<file path="config.mk">
export PLATFORM = sky130hd
export DESIGN_NAME = robot_action_executor
export DESIGN_NICKNAME = d
export VERILOG_FILES = /design/src/rtl/robot_pkg.sv /design/src/rtl/pwm_gen.sv /design/src/rtl/robot_action_executor.sv
export SDC_FILE = /design/constraint.sdc
export NUM_CORES = 1
export LEC_CHECK = 0
export ABC_AREA = 1
export ABC_CLOCK_PERIOD_IN_PS = 2000
export BUFFER_PORTS_ARGS = -buffer_cell sky130_fd_sc_hd__buf_2
export CAP_MARGIN = 0
export CELL_PAD_IN_SITES_DETAIL_PLACEMENT = 2
export CELL_PAD_IN_SITES_GLOBAL_PLACEMENT = 2
export CORE_UTILIZATION = 36
export DETAILED_ROUTE_END_ITERATION = 10
export HOLD_SLACK_MARGIN = 0.08
export PLACE_DENSITY = 0.8
export SETUP_SLACK_MARGIN = 0.02
export SLEW_MARGIN = 20
export SYNTH_ARGS = -nofsm -noshare
export SYNTH_HDL_FRONTEND = slang
export SYNTH_SLANG_ARGS = --single-unit
</file>
<file path="constraint.sdc">
create_clock -name clock -period 2 [get_ports clock]
set_input_delay 0.5 -clock clock [delete_from_list [all_inputs] [get_ports clock]]
set_output_delay 0.5 -clock clock [all_outputs]
set_load 0.005 [all_outputs]
</file>
<file path="src/rtl/robot_pkg.sv">
// Shared definitions for the robot navigation/action path: mode codes,
// executor FSM states, done-flag layout and default tuning constants.
package robot_pkg;

  typedef enum logic [2:0] {
    MODE_STOP   = 3'b000,
    MODE_SEARCH = 3'b001,
    MODE_LEFT   = 3'b010,
    MODE_RIGHT  = 3'b011,
    MODE_RED    = 3'b100,
    MODE_BLUE   = 3'b101,
    MODE_GREEN  = 3'b110,
    MODE_PAUSE  = 3'b111
  } mode_e;

  typedef enum logic [1:0] {
    ST_IDLE,
    ST_RUN,
    ST_TIMED,
    ST_HOLD
  } state_e;

  typedef struct packed {
    logic green;
    logic blue;
    logic red;
    logic turn_r;
    logic turn_l;
  } done_t;

  localparam int unsigned DEF_PWM_BITS       = 8;
  localparam logic [7:0]  DEF_DUTY_SEARCH    = 8'd160;
  localparam logic [7:0]  DEF_DUTY_TURN      = 8'd128;
  localparam int unsigned DEF_TIMER_BITS     = 24;
  localparam logic [23:0] DEF_TURN_CYCLES    = 24'd5_000_000;
  localparam logic [23:0] DEF_DISPLAY_CYCLES = 24'd10_000_000;

  function automatic state_e mode_class(input mode_e m);
    state_e s;
    case (m)
      MODE_STOP, MODE_PAUSE: s = ST_IDLE;
      MODE_SEARCH:           s = ST_RUN;
      default:               s = ST_TIMED;
    endcase
    return s;
  endfunction

  function automatic logic is_turn(input mode_e m);
    return (m == MODE_LEFT) || (m == MODE_RIGHT);
  endfunction

  function automatic done_t done_for(input mode_e m);
    done_t d;
    d = '0;
    case (m)
      MODE_LEFT:  d.turn_l = 1'b1;
      MODE_RIGHT: d.turn_r = 1'b1;
      MODE_RED:   d.red    = 1'b1;
      MODE_BLUE:  d.blue   = 1'b1;
      MODE_GREEN: d.green  = 1'b1;
      default:    d        = '0;
    endcase
    return d;
  endfunction

endpackage

</file>
<file path="src/rtl/pwm_gen.sv">
// Free-running PWM counter shared by both motor channels, with one
// comparator per channel. All-ones duty is forced to a constant high.
module pwm_gen #(
  parameter int unsigned PWM_BITS = 8
) (
  input  logic                clock,
  input  logic                reset,
  input  logic [PWM_BITS-1:0] i_duty_a,
  input  logic [PWM_BITS-1:0] i_duty_b,
  output logic                o_pwm_a,
  output logic                o_pwm_b
);

  logic [PWM_BITS-1:0] r_cnt;

  always_ff @(posedge clock or posedge reset) begin
    if (reset) begin
      r_cnt <= '0;
    end else begin
      r_cnt <= r_cnt + 1'b1;
    end
  end

  // A plain compare can never be true for every count, so full duty is special-cased.
  assign o_pwm_a = (i_duty_a == '1) ? 1'b1 : (r_cnt < i_duty_a);
  assign o_pwm_b = (i_duty_b == '1) ? 1'b1 : (r_cnt < i_duty_b);

endmodule

</file>
<file path="src/rtl/robot_action_executor.sv">
// Turns the navigation mode code into motor PWM/direction and LED drive,
// timing turns and colour displays and pulsing a done flag when each ends.
module robot_action_executor
  import robot_pkg::*;
#(
  parameter int unsigned             PWM_BITS       = DEF_PWM_BITS,
  parameter logic [PWM_BITS-1:0]     DUTY_SEARCH    = PWM_BITS'(DEF_DUTY_SEARCH),
  parameter logic [PWM_BITS-1:0]     DUTY_TURN      = PWM_BITS'(DEF_DUTY_TURN),
  parameter int unsigned             TIMER_BITS     = DEF_TIMER_BITS,
  parameter logic [TIMER_BITS-1:0]   TURN_CYCLES    = TIMER_BITS'(DEF_TURN_CYCLES),
  parameter logic [TIMER_BITS-1:0]   DISPLAY_CYCLES = TIMER_BITS'(DEF_DISPLAY_CYCLES)
) (
  input  logic       clock,
  input  logic       reset,
  input  logic [2:0] mode,
  output logic       motor_l_pwm,
  output logic       motor_r_pwm,
  output logic       motor_l_dir,
  output logic       motor_r_dir,
  output logic       led_r,
  output logic       led_g,
  output logic       led_b,
  output logic       turn_l_done,
  output logic       turn_r_done,
  output logic       red_done,
  output logic       blue_done,
  output logic       green_done
);

  localparam logic [TIMER_BITS-1:0] TURN_LAST    = TURN_CYCLES - 1'b1;
  localparam logic [TIMER_BITS-1:0] DISPLAY_LAST = DISPLAY_CYCLES - 1'b1;

  mode_e                 r_mode_q;
  state_e                r_state;
  logic [TIMER_BITS-1:0] r_timer;
  done_t                 r_done_evt;

  mode_e                 w_mode;
  logic                  w_change;
  logic [TIMER_BITS-1:0] w_last;
  logic [PWM_BITS-1:0]   w_duty;
  logic                  w_dir_l;
  logic                  w_dir_r;
  logic                  w_lit;
  logic                  w_pwm_l;
  logic                  w_pwm_r;

  assign w_mode   = mode_e'(mode);
  assign w_change = (w_mode != r_mode_q);
  assign w_last   = is_turn(r_mode_q) ? TURN_LAST : DISPLAY_LAST;

  // Output decode from the current state; registered below, hence the 2-clock latency.
  always_comb begin
    // NOTE: every combinational output gets a default first so no path leaves it unassigned (no latch).
    w_duty  = '0;
    w_dir_l = 1'b1;
    w_dir_r = 1'b1;
    w_lit   = 1'b0;
    case (r_state)
      ST_RUN: w_duty = DUTY_SEARCH;
      ST_TIMED: begin
        w_lit = !is_turn(r_mode_q);
        if (r_mode_q == MODE_LEFT) begin
          w_duty  = DUTY_TURN;
          w_dir_l = 1'b0;
        end else if (r_mode_q == MODE_RIGHT) begin
          w_duty  = DUTY_TURN;
          w_dir_r = 1'b0;
        end
      end
      ST_HOLD: w_lit = !is_turn(r_mode_q);
      default: w_lit = 1'b0;
    endcase
  end

  pwm_gen #(
    .PWM_BITS (PWM_BITS)
  ) u_pwm_gen (
    .clock    (clock),
    .reset    (reset),
    .i_duty_a (w_duty),
    .i_duty_b (w_duty),
    .o_pwm_a  (w_pwm_l),
    .o_pwm_b  (w_pwm_r)
  );

  always_ff @(posedge clock or posedge reset) begin
    if (reset) begin
      r_mode_q    <= MODE_STOP;
      r_state     <= ST_IDLE;
      r_timer     <= '0;
      r_done_evt  <= '0;
      motor_l_pwm <= 1'b0;
      motor_r_pwm <= 1'b0;
      motor_l_dir <= 1'b1;
      motor_r_dir <= 1'b1;
      led_r       <= 1'b0;
      led_g       <= 1'b0;
      led_b       <= 1'b0;
      turn_l_done <= 1'b0;
      turn_r_done <= 1'b0;
      red_done    <= 1'b0;
      blue_done   <= 1'b0;
      green_done  <= 1'b0;
    end else begin
      // NOTE: non-blocking throughout, so every decode below sees the pre-edge state.
      r_mode_q   <= w_mode;
      r_done_evt <= '0;

      // A change always wins over the terminal count, aborting any pending done.
      if (w_change) begin
        r_state <= mode_class(w_mode);
        r_timer <= '0;
      end else if (r_state == ST_TIMED) begin
        if (r_timer == w_last) begin
          r_state    <= ST_HOLD;
          r_done_evt <= done_for(r_mode_q);
        end else begin
          r_timer <= r_timer + 1'b1;
        end
      end

      motor_l_pwm <= w_pwm_l;
      motor_r_pwm <= w_pwm_r;
      motor_l_dir <= w_dir_l;
      motor_r_dir <= w_dir_r;
      led_r       <= w_lit && (r_mode_q == MODE_RED);
      led_g       <= w_lit && (r_mode_q == MODE_GREEN);
      led_b       <= w_lit && (r_mode_q == MODE_BLUE);
      turn_l_done <= r_done_evt.turn_l;
      turn_r_done <= r_done_evt.turn_r;
      red_done    <= r_done_evt.red;
      blue_done   <= r_done_evt.blue;
      green_done  <= r_done_evt.green;
    end
  end

endmodule

</file>
# Yosys cells after proc, flatten, opt, wreduce, memory -nomap -nowiden
# Cells that the tools add are included.
# totals
regBits,53
inputBits,5
output_inout_bits,12
elab_cells,75
# classes
add_sub_neg,2
magnitude_cmp,1
n_eq_ne,14
mux,26
reduce_logical,12
# op_table
op,n
$mux W24,4
$add A24 B1 Y24 const B,1
$eq A24 B24 Y1,1
$mux W8,2
$pmux W8 S2,1
$mux W5,3
$eq A3 B3 Y1 const B,4
$mux W1,12
$add A8 B1 Y8 const B,1
$eq A8 B8 Y1 const B,1
$lt A8 B8 Y1,1
$eq A3 B2 Y1 const B,2
$mux W2,3
$eq A2 B2 Y1 const B,2
$pmux W2 S2,1
$reduce_and A2 Y1,2
$reduce_bool A2 Y1,2
$reduce_or A2 Y1,2
$eq A3 B1 Y1 const B,1
$logic_and A1 B1 Y1,3
$logic_not A3 Y1,1
$ne A3 B3 Y1,1
$eq A2 B1 Y1 const B,1
$ne A2 B2 Y1 const B,1
other kinds (2),2

# Depth between registers and ports, before layout
# Gate-level depths: netlist of the first run.
# logic_depth
depth_word,7
mapped_depth,11
mapped_depth_nobuf,11

# Cells and area by module
# A second synthesis of the first run with hierarchy kept.
# hier_totals
hier_cells,463
area_unflattened_um2,3389.5
# modules_own_cells
mod,instances,cells_each,area_per_inst_um2,seq_area_each_um2
robot_action_executor,1,359,2633.8,1153.6
pwm_gen,1,104,755.7,200.2

# Least setup slack after synthesis of the first run
# OpenSTA, ideal clock, no wires.
# synth_timing
path_kind,input to register
startpoint,input port mode[0]
endpoint,register r_timer[23]
setup_ns,0.117
t_arrival_ns,1.538
required_ns,1.883
setup_slack_ns,0.345
path_stages,8
n_path_buf,1
path_cell_list,xnor2_1 > nand3_2 > nor2_4 > inv_2 > or2_4 > buf_2 > nand3_1 > nand2_1
# synth_between
elab_chain_cells,3
word_cells_on_any_way,5
classes_between,2 x eq/ne; 1 x mux; 2 x reduce/logical
# synth_rtl
item,line,source
start: declaration,robot_action_executor.sv:15,"input logic [2:0] mode,"
$ne A3 B3 Y1 (*),robot_action_executor.sv:49,assign w_change = (w_mode != r_mode_q);
$ne A2 B2 Y1 (no line) or $reduce_bool A2 Y1 (tied branches),n/a,
$reduce_and A2 Y1 (no line),n/a,
end signal: assignment,robot_action_executor.sv:119,r_timer <= r_timer + 1'b1;
end: declaration,robot_action_executor.sv:35,logic [TIMER_BITS-1:0] r_timer;
# Mark *: on every way between the ends. The rest lies on a longest branch, timed or not.
# A chain may end at the register's enable or synchronous reset.

# Final worst setup path of the first run
# layout_timing
startpoint,register r_timer[5]
endpoint,register r_timer[12]
# layout_between
elab_chain_cells,4
word_cells_on_any_way,7
classes_between,1 x add/sub; 2 x eq/ne; 3 x mux; 1 x reduce/logical
# layout_rtl
item,line,source
$add A24 B1 Y24,robot_action_executor.sv:119,
$mux W24,robot_action_executor.sv:115,if (r_timer == w_last) begin
$mux W24,robot_action_executor.sv:114,end else if (r_state == ST_TIMED) begin
$mux W24,robot_action_executor.sv:111,if (w_change) begin
# Parallel ways exist; a longest one is shown, timed or not. The select of a mux whose other input is x is not followed.

==> results of run 1 <==
## kinds of logic (layout without fill, tap and decap cells)
group                    Yosys count  count (layout)  share of synthesized area [%]
adder cells (fa/ha/maj)            6               6                           2.58
flip-flops                        53              53                           45.6
buffers and inverters             40              74                           6.22
AO/OA/AOI/OAI                      3               3                          0.515
AND/OR/NAND/NOR                  263             263                           38.5
XOR/XNOR                          22              22                           6.61
## through the flow
step | power, mW | cell area [µm²] | util (%) | hold slack [ns]
2_1_floorplan | 1.27 | 2920 | - | 0.331
3_3_place_gp | 1.34 | 3210 | 41.4 | 0.332
3_5_place_dp | 1.35 | 3210 | 41.4 | 0.337
4_1_cts | 2.05 | 3310 | 42.7 | 0.234
5_1_grt | 2.11 | 3330 | 42.8 | 0.244
6_report | 2.03 | 3330 | 42.8 | 0.222
## final cells by class
| cell class | instances | area (µm²) |
|---|---|---|
| Fill cell | 939 | 4440 |
| Multi-Input combinational cell | 294 | 1420 |
| Sequential cell | 53 | 1330 |
| Timing Repair Buffer | 35 | 235 |
| Tap cell | 102 | 128 |
| Inverter | 31 | 116 |
| Clock buffer | 6 | 82.6 |
| Clock inverter | 2 | 17.5 |
## repair_timing
item,in CTS,in global routing
hold buffers,0,0
resized for setup,0,4
setup endpoints to repair,0,26
## critical path, stage by stage (launching register included)
cell and delay [ns]:
dfrtp_1 0.44, nand2_1 0.12, nor2_1 0.24, nand4_1 0.15, nor2_2 0.21, nand4_4 0.19
buf_4 0.22, nand3_1 0.08, nand2_1 0.07
## per-layer routing
layer,routed length [µm],up-vias,share of wire [%]
met1,4260,1333,46
met4,87,0,0.95
met3,206,8,2.2
li1,-,1278,-
met5,0,-,0
met2,4640,27,50
## placed cells by master (no fill, tap or decap), types with 3 or more instances in the layout
master | Yosys | routed
nand3_1 | 43 | 43
nor3_1 | 3 | 3
inv_1 | 29 | 28
nand2_1 | 130 | 129
nand4_1 | 11 | 11
xnor2_1 | 3 | 3
buf_2 | 4 | 16
dfrtp_1 | 51 | 50
ha_1 | 6 | 6
nor2_1 | 69 | 68
buf_4 | 1 | 18
xor2_1 | 19 | 19
clkbuf_8 | 0 | 6
inv_2 | 2 | 3
## registers in the layout, summed over array words and instances (netlist names), 2 cells and up
signal,cells
r_state,2
r_done_evt,5
r_timer,24
u_pwm_gen.r_cnt,8
r_mode_q,3
## power groups by stage
stage	sequential, mW	combinational, mW	clock (mW)
2_1_floorplan	1.13	0.138	0
3_3_place_gp	1.13	0.206	0
3_5_place_dp	1.13	0.219	0
4_1_cts	1.11	0.223	0.716
5_1_grt	1.12	0.245	0.750
6_report	1.11	0.219	0.696
## worst max-delay path by stage
stage,start,to,cells after the start
6_report,r_timer[5],r_timer[12],8
5_1_grt,r_timer[5],r_timer[12],8
4_1_cts,r_timer[5],r_timer[16],8
3_5_place_dp,mode[0],r_timer[14],9
3_3_place_gp,mode[0],r_timer[8],9
2_1_floorplan,reset,blue_done,1
==> impl_metrics.tcl, run 1 <==
set metrics [dict create \
    critPathLaunchType "flop" \
    via_per_inst 5.06 \
    drt_pass1_iterations 4 \
    status "completed" \
    synth-main-ff-cell "dfrtp_1" \
    use_met3_pct 3.07 \
    hold_path_class "input pin to asynchronous set/reset pin" \
    antenna_found_initial 0 \
    placedCellCount 515 \
    comb_power_share_pct 10.8 \
    area_growth_pct 14.2 \
    synth_edf_count 0 \
    cp_data_required_time_ns 2.21 \
    path_clk_slew_ns 0.10 \
    p_sw_share_pct 28.4 \
    ff2ff_path_depth 8 \
    netSwitchingPower_uw 576 \
    syn_inst 387 \
    final_cell_count_no_fill 523 \
    synth-warning-count 0 \
    synth_common_cells "130 x nand2_1, 69 x nor2_1, 51 x dfrtp_1" \
    syn-num-nets 398 \
    wire_per_inst_um 17.6 \
    layout_setup_ws_ns 0.176 \
    synth-seq-cells 53 \
    reg2reg_to "r_timer[12]" \
    syn_area_um2 2920 \
    fin_skew_ns 0.0111 \
    grt_pass1_vias 2940 \
    yosysMostFrequentCell "nand2_1" \
    ctsLongestPathBuffers 2 \
    drt_iter0_drc 93 \
    rsz0062_at_grt "no" \
    cts_tree "done" \
    grt_max_degree 54 \
    nets 431 \
    maxCapViolations 0 \
    p_int_mw 1.45 \
    numCtsBuffers 5 \
    arrival_ns 2.03 \
    power_density_nw_per_um2 609 \
    drv_slew 0 \
    setup_viol 0 \
    async_flop_share_pct 100 \
    place_hpwl_um 6740 \
    critPathCaptureType "flop" \
    leakage_nw 1.62 \
    grt-ovfl-total 0 \
    post_cts_buffers 0 \
    drive_above_1_share_pct 13.5 \
    timing.final.crit_share_pct 91.2 \
    via_count 2646 \
    grt_util_met1_pct 32.1 \
    postRouteAntennaNets 0 \
    p_seq_share_pct 54.8 \
    crit_type "flop to flop" \
    core_um2 7770 \
    grt_busiest_layer "met2" \
    clock_latency_ns 0.32 \
    fmaxAchievable_mhz 548 \
    n_antenna_cell 0 \
    max_slew_margin_pct 76.5 \
    htreeDepth 2 \
    synth_area_per_cell_um2 7.53 \
    port_buffers 16 \
    grtUsageMet2_pct 42.8 \
    pwr-share-clk_pct 34.3 \
    min_period_ns 1.82 \
    wl_um 9190 \
    timing.final.hold_violations 0 \
    gp_congestion 0.807 \
    ys_seq_area_share_pct 45.6 \
    grt_util_all_layers_pct 24.3 \
    die_area_um2 8460 \
    r2r-start "r_timer[5]" \
    drc 0 \
    finalSetupTns_ns 0 \
    synthTopCellsByArea "dfrtp_1 44%, nand2_1 17%, nor2_1 8.9%, nand3_1 7.4%, xor2_1 5.7%" \
    ys_types 25 \
    root_buffer "clkbuf_8" \
    yosysTopAreaCell "dfrtp_1" \
    worst_pin_slew_ns 0.352 \
    rows 32 \
    worstPathMaxFanout 9 \
    fp.dieH_um 92.0 \
    rrSetupSlack_ns 0.18 \
    post-place-ws_ns 0.0598 \
    ios 17 \
    grt_pass1_wl_um 15800 \
    start_util_pct 37.5 \
    synth.top_cell.area_share_pct 43.8 \
    clock-sinks 53 \
    fp.dieW_um 92.0 \
    ir_worst_vdd_mv 0.260 \
]
(Power assumes the default switching activity.)
==> inputs of run 2 (changes only) <==
--- a/config.mk
+++ b/config.mk
@@ -6,15 +6,15 @@
 export NUM_CORES = 1
 export LEC_CHECK = 0
 export ABC_AREA = 1
-export ABC_CLOCK_PERIOD_IN_PS = 2000
+export ABC_CLOCK_PERIOD_IN_PS = 2250
 export BUFFER_PORTS_ARGS = -buffer_cell sky130_fd_sc_hd__buf_2
 export CAP_MARGIN = 0
 export CELL_PAD_IN_SITES_DETAIL_PLACEMENT = 2
 export CELL_PAD_IN_SITES_GLOBAL_PLACEMENT = 2
-export CORE_UTILIZATION = 36
+export CORE_UTILIZATION = 38
 export DETAILED_ROUTE_END_ITERATION = 10
 export HOLD_SLACK_MARGIN = 0.08
-export PLACE_DENSITY = 0.8
+export PLACE_DENSITY = 0.84
 export SETUP_SLACK_MARGIN = 0.02
 export SLEW_MARGIN = 20
 export SYNTH_ARGS = -nofsm -noshare
==> constraint.sdc (replaced) <==
create_clock -name clock -period 2.25 [get_ports clock]
set_input_delay 0.5625 -clock clock [delete_from_list [all_inputs] [get_ports clock]]
set_output_delay 0.5625 -clock clock [all_outputs]
set_load 0.005 [all_outputs]
==> run 2 against run 1 <==
- global-route usage grew 0.18 points
- critical path depth unchanged
- clock skew decreased by 0.0030 ns
- via count shrank 0.98%
- final cell count shrank 2.9%
- maximum frequency decreased by 8.6%
- sequential share of layout area rose by 1.3 points
- critical endpoint is now r_done_evt[4]
- highest routed layer unchanged
==> impl_metrics.tcl, run 2 (synthesis results as in run 1) <==
set metrics [dict create \
    status "completed" \
    place_hpwl_um 6320 \
    crit_type "flop to flop" \
    htreeDepth 2 \
    root_buffer "clkbuf_8" \
    finalPower_mw 1.79 \
    top_register "r_timer" \
    final_cell_mix "130 x nand2_1, 69 x nor2_1, 51 x dfrtp_1" \
    layout_setup_ws_ns 0.253 \
    rsz0062_at_grt "no" \
    numCtsBuffers 5 \
    placedCellCount 500 \
    n_antenna_cell 0 \
    critPathLaunchType "flop" \
    ios 17 \
    cts_tree "done" \
    fp.dieH_um 89.6 \
    hold_path_class "input pin to asynchronous set/reset pin" \
    wire_per_inst_um 17.3 \
    grt_pass1_vias 2770 \
    rows 31 \
    crit_family "simple AND/OR/NAND/NOR gates" \
    max_slew_margin_pct 67.9 \
    gp_congestion 0.821 \
    clock_latency_ns 0.32 \
    post-place-ws_ns 0.0528 \
    via_per_inst 5.16 \
    core_um2 7330 \
    cp_slowest_cell "dfrtp_1" \
    worst_pin_slew_ns 0.481 \
    setup_viol 0 \
    via_count 2620 \
    crit_buf_inv 2 \
    ir_worst_vdd_mv 0.256 \
    path_clk_slew_ns 0.11 \
    postRouteAntennaNets 0 \
    hold_ws_ns 0.246 \
    max_stage_delay_ns 0.42 \
    fin_skew_ns 0.00810 \
    top_regs "r_timer (24), u_pwm_gen.r_cnt (8), r_done_evt (5)" \
    die_area_um2 8030 \
    nets 419 \
    antenna_found_initial 0 \
    area_growth_pct 10.5 \
    leakage_nw 1.55 \
    fmaxAchievable_mhz 501 \
    timing.final.crit_share_pct 88.7 \
    power_density_nw_per_um2 555 \
    grt-ovfl-total 0 \
    critPathCaptureType "flop" \
    grt_max_degree 34 \
    fp.dieW_um 89.6 \
    final_cell_count_no_fill 508 \
    timing.final.hold_violations 0 \
    drt_iter0_drc 131 \
    cpMostUsedCell "nor2_1" \
    maxCapViolations 0 \
    drive_above_1_share_pct 10.5 \
    wl_um 8790 \
    drc 0 \
    cp_data_required_time_ns 2.50 \
    worstPathMaxFanout 8 \
    ctsLongestPathBuffers 2 \
    cp_cell_sequence "ha_1 -> nand4_1 -> nor2_1 -> nand4_4 -> buf_4 -> inv_1 -> nand2_1 -> nor2_1" \
    largest_reg_flops 24 \
    start_util_pct 39.8 \
    min_period_ns 2.00 \
    layout_commonest_cell "nand2_1" \
    grt_pass1_wl_um 14600 \
    clock-sinks 53 \
    drt_pass1_iterations 4 \
    arrival_ns 2.25 \
    post_cts_buffers 0 \
    finalSetupTns_ns 0 \
    drv_slew 0 \
    grt_util_all_layers_pct 24.5 \
    port_buffers 16 \
]
## run 2: final cells by class
class                           count  area, µm²
Fill cell                         881       4110
Multi-Input combinational cell    294       1410
Sequential cell                    53       1330
Tap cell                           99        124
Clock inverter                      3       28.8
Timing Repair Buffer               23        145
Inverter                           31        116
Clock buffer                        5       68.8
## run 2: layer usage
layer  vias up  wire length (µm)  GRT usage [%]
met1      1326              4090           31.6
met4         0                92           6.35
met3         8               195           3.38
li1       1254                 -              -
met5         -                 0              0
met2        32              4410           43.0
## run 2: through the flow
stage / instance area [µm²] / util (%)
6_report: 3220 / 43.9
3_3_place_gp: 3120 / 42.5
4_1_cts: 3220 / 43.9
3_5_place_dp: 3120 / 42.5
5_1_grt: 3220 / 43.9
2_1_floorplan: 2920 / -
## run 2: power breakdown
part | internal [mW] | switching (mW)
clock | 0.234 | 0.376
combinational | 0.0573 | 0.132
sequential | 0.972 | 0.0177
total | 1.26 | 0.526
## run 2: repair_timing
action | 4_1_cts | 5_1_grt
hold buffers | 0 | 0
setup endpoints to repair | 0 | 2
resized for setup | 0 | 1
## run 2: final timing paths
check | depth (start not counted) | start | slack (ns) | to
max | 8 | r_timer[1] | 0.25 | r_done_evt[4]
min | 2 | reset | 0.25 | r_mode_q[0]
max reg2reg | 8 | r_timer[1] | 0.25 | r_done_evt[4]
min reg2reg | 0 | r_done_evt[2] | 0.36 | red_done
max in group asynchronous | 3 | reset | 1.46 | r_timer[22]
min in group clock | 0 | r_done_evt[2] | 0.36 | red_done
==> inputs of run 3 (changes only) <==
--- a/config.mk
+++ b/config.mk
@@ -9,7 +9,7 @@
 export ABC_CLOCK_PERIOD_IN_PS = 2250
 export BUFFER_PORTS_ARGS = -buffer_cell sky130_fd_sc_hd__buf_2
 export CAP_MARGIN = 0
-export CELL_PAD_IN_SITES_DETAIL_PLACEMENT = 2
+export CELL_PAD_IN_SITES_DETAIL_PLACEMENT = 1
 export CELL_PAD_IN_SITES_GLOBAL_PLACEMENT = 2
 export CORE_UTILIZATION = 38
 export DETAILED_ROUTE_END_ITERATION = 10
==> run 3 against run 2 <==
- non-clock buffer count unchanged
- clock skew decreased by 0.0018 ns
- combinational power decreased by 6%
- final cell count unchanged
- sequential cell count unchanged
- hold slack got worse by 0.0056 ns
- die area unchanged
- sequential share of layout area unchanged
- clock power decreased by 3%
- first-iteration DRC count decreased by 23%
- register-to-register slack improved by 0.08 ns
- clock-buffer cell count unchanged
- critical endpoint is now r_timer[14]
- largest power group unchanged
==> impl_metrics.tcl, run 3 (synthesis results as in run 1) <==
set metrics [dict create \
    status "completed" \
    cp_slowest_cell "dfrtp_1" \
    worstPathMaxFanout 5 \
    critPathLaunchType "flop" \
    numCtsBuffers 5 \
    fmaxAchievable_mhz 521 \
    comb_power_share_pct 10.1 \
    p_int_mw 1.26 \
    min_period_ns 1.92 \
    via_per_inst 4.91 \
    fillers 959 \
    antenna_found_initial 0 \
    power_density_nw_per_um2 545 \
    setup_viol 0 \
    path_clk_slew_ns 0.11 \
    area_growth_pct 10.5 \
    netSwitchingPower_uw 497 \
    worst_pin_slew_ns 0.460 \
    grt_pass1_vias 2498 \
    top_regs "r_timer (24), u_pwm_gen.r_cnt (8), r_done_evt (5)" \
    max_slew_margin_pct 69.3 \
    clock_latency_ns 0.32 \
    wl_um 7190 \
    finalPower_mw 1.76 \
    p_seq_share_pct 56.2 \
    cp_cell_sequence "ha_1 -> nand3_1 -> nor2_1 -> nand3_1 -> xor2_1 -> nor2_1 -> nand3_1 -> nand2_1" \
    drive_above_1_share_pct 10.3 \
    place_hpwl_um 5540 \
    ctsLongestPathBuffers 2 \
    hold_ws_ns 0.241 \
    grt-ovfl-total 0 \
    cpMostUsedCell "nand3_1" \
    crit_type "flop to flop" \
    drc 0 \
    rows 31 \
    core_um2 7330 \
    top_register "r_timer" \
    via_count 2495 \
    clock-sinks 53 \
    wire_per_inst_um 14.1 \
    grt_pass1_wl_um 12200 \
    crit_buf_inv 0 \
    fin_skew_ns 0.00626 \
    final_cell_mix "130 x nand2_1, 69 x nor2_1, 51 x dfrtp_1" \
    drt_iter0_drc 101 \
    postRouteAntennaNets 0 \
    placedCellCount 500 \
    finalSetupTns_ns 0 \
    ios 17 \
    layout_setup_ws_ns 0.329 \
    p_sw_share_pct 28.3 \
    layout_commonest_cell "nand2_1" \
    timing.final.hold_violations 0 \
    drt_pass1_iterations 4 \
    critPathCaptureType "flop" \
    cts_tree "done" \
    post_cts_buffers 0 \
    start_util_pct 39.8 \
    fp.dieW_um 89.6 \
    post-place-ws_ns 0.155 \
    rsz0062_at_grt "no" \
    pwr-share-clk_pct 33.7 \
    maxCapViolations 0 \
    fp.dieH_um 89.6 \
    grt_util_all_layers_pct 20.0 \
    die_area_um2 8030 \
    final_cell_count_no_fill 508 \
    leakage_nw 1.55 \
    hold_path_class "input pin to asynchronous set/reset pin" \
    cp_data_required_time_ns 2.51 \
    arrival_ns 2.18 \
    ir_worst_vdd_mv 0.245 \
    grt_max_degree 34 \
    timing.final.crit_share_pct 85.4 \
    htreeDepth 2 \
    gp_congestion 0.821 \
    root_buffer "clkbuf_8" \
    crit_family "simple AND/OR/NAND/NOR gates" \
    max_stage_delay_ns 0.42 \
    drv_slew 0 \
    cts_hold_buffers 0 \
    nets 419 \
    n_antenna_cell 0 \
    port_buffers 16 \
    cts_resized 0 \
    largest_reg_flops 24 \
]
-- run 3: changes by cell type in the layout (fill, tap and decap cells not counted), sizes merged --
cell | previous run | this run
clkinv | 1 | 3
inv | 33 | 31
-- run 3: through the flow --
step / cell area [µm²] / util, %
final: 3220 / 43.9
after CTS: 3220 / 43.9
after global placement: 3120 / 42.5
after floorplan: 2920 / -
after detailed placement: 3120 / 42.5
after global routing: 3220 / 43.9
-- run 3: cell type report --
| class | instances | area, µm² | area share (%) |
|---|---|---|---|
| Tap cell | 99 | 124 | 3.84 |
| Multi-Input combinational cell | 294 | 1410 | 43.6 |
| Timing Repair Buffer | 23 | 145 | 4.50 |
| Inverter | 31 | 116 | 3.61 |
| Sequential cell | 53 | 1330 | 41.2 |
| Clock buffer | 5 | 68.8 | 2.14 |
| Clock inverter | 3 | 33.8 | 1.05 |
-- run 3: path summary, 6_finish.rpt --
kind | start | endpoint | slack, ns | cells after the start
max | r_timer[1] | r_timer[14] | 0.33 | 8
min | reset | u_pwm_gen.r_cnt[7] | 0.24 | 2
max reg2reg | r_timer[1] | r_timer[14] | 0.33 | 8
min reg2reg | r_done_evt[0] | turn_l_done | 0.36 | 0
max in group asynchronous | reset | r_timer[20] | 1.48 | 3
min in group clock | r_done_evt[0] | turn_l_done | 0.36 | 0
-- run 3: power groups by stage --
stage	logic (mW)	registers (mW)	clock network [mW]
final	0.178	0.987	0.592
after detailed placement	0.182	1.01	0
after global routing	0.202	0.990	0.650
after global placement	0.177	1.00	0
after floorplan	0.122	1.00	0
after CTS	0.183	0.988	0.626
-- run 3: per-layer routing --
| layer | global-route usage [%] | vias up | part of all wire, % |
|---|---|---|---|
| li1 | - | 1254 | - |
| met1 | 28.3 | 1213 | 51 |
| met2 | 32.8 | 24 | 46 |
| met3 | 3.02 | 4 | 2.4 |
| met4 | 3.61 | 0 | 0.72 |
| met5 | 0 | - | 0 |
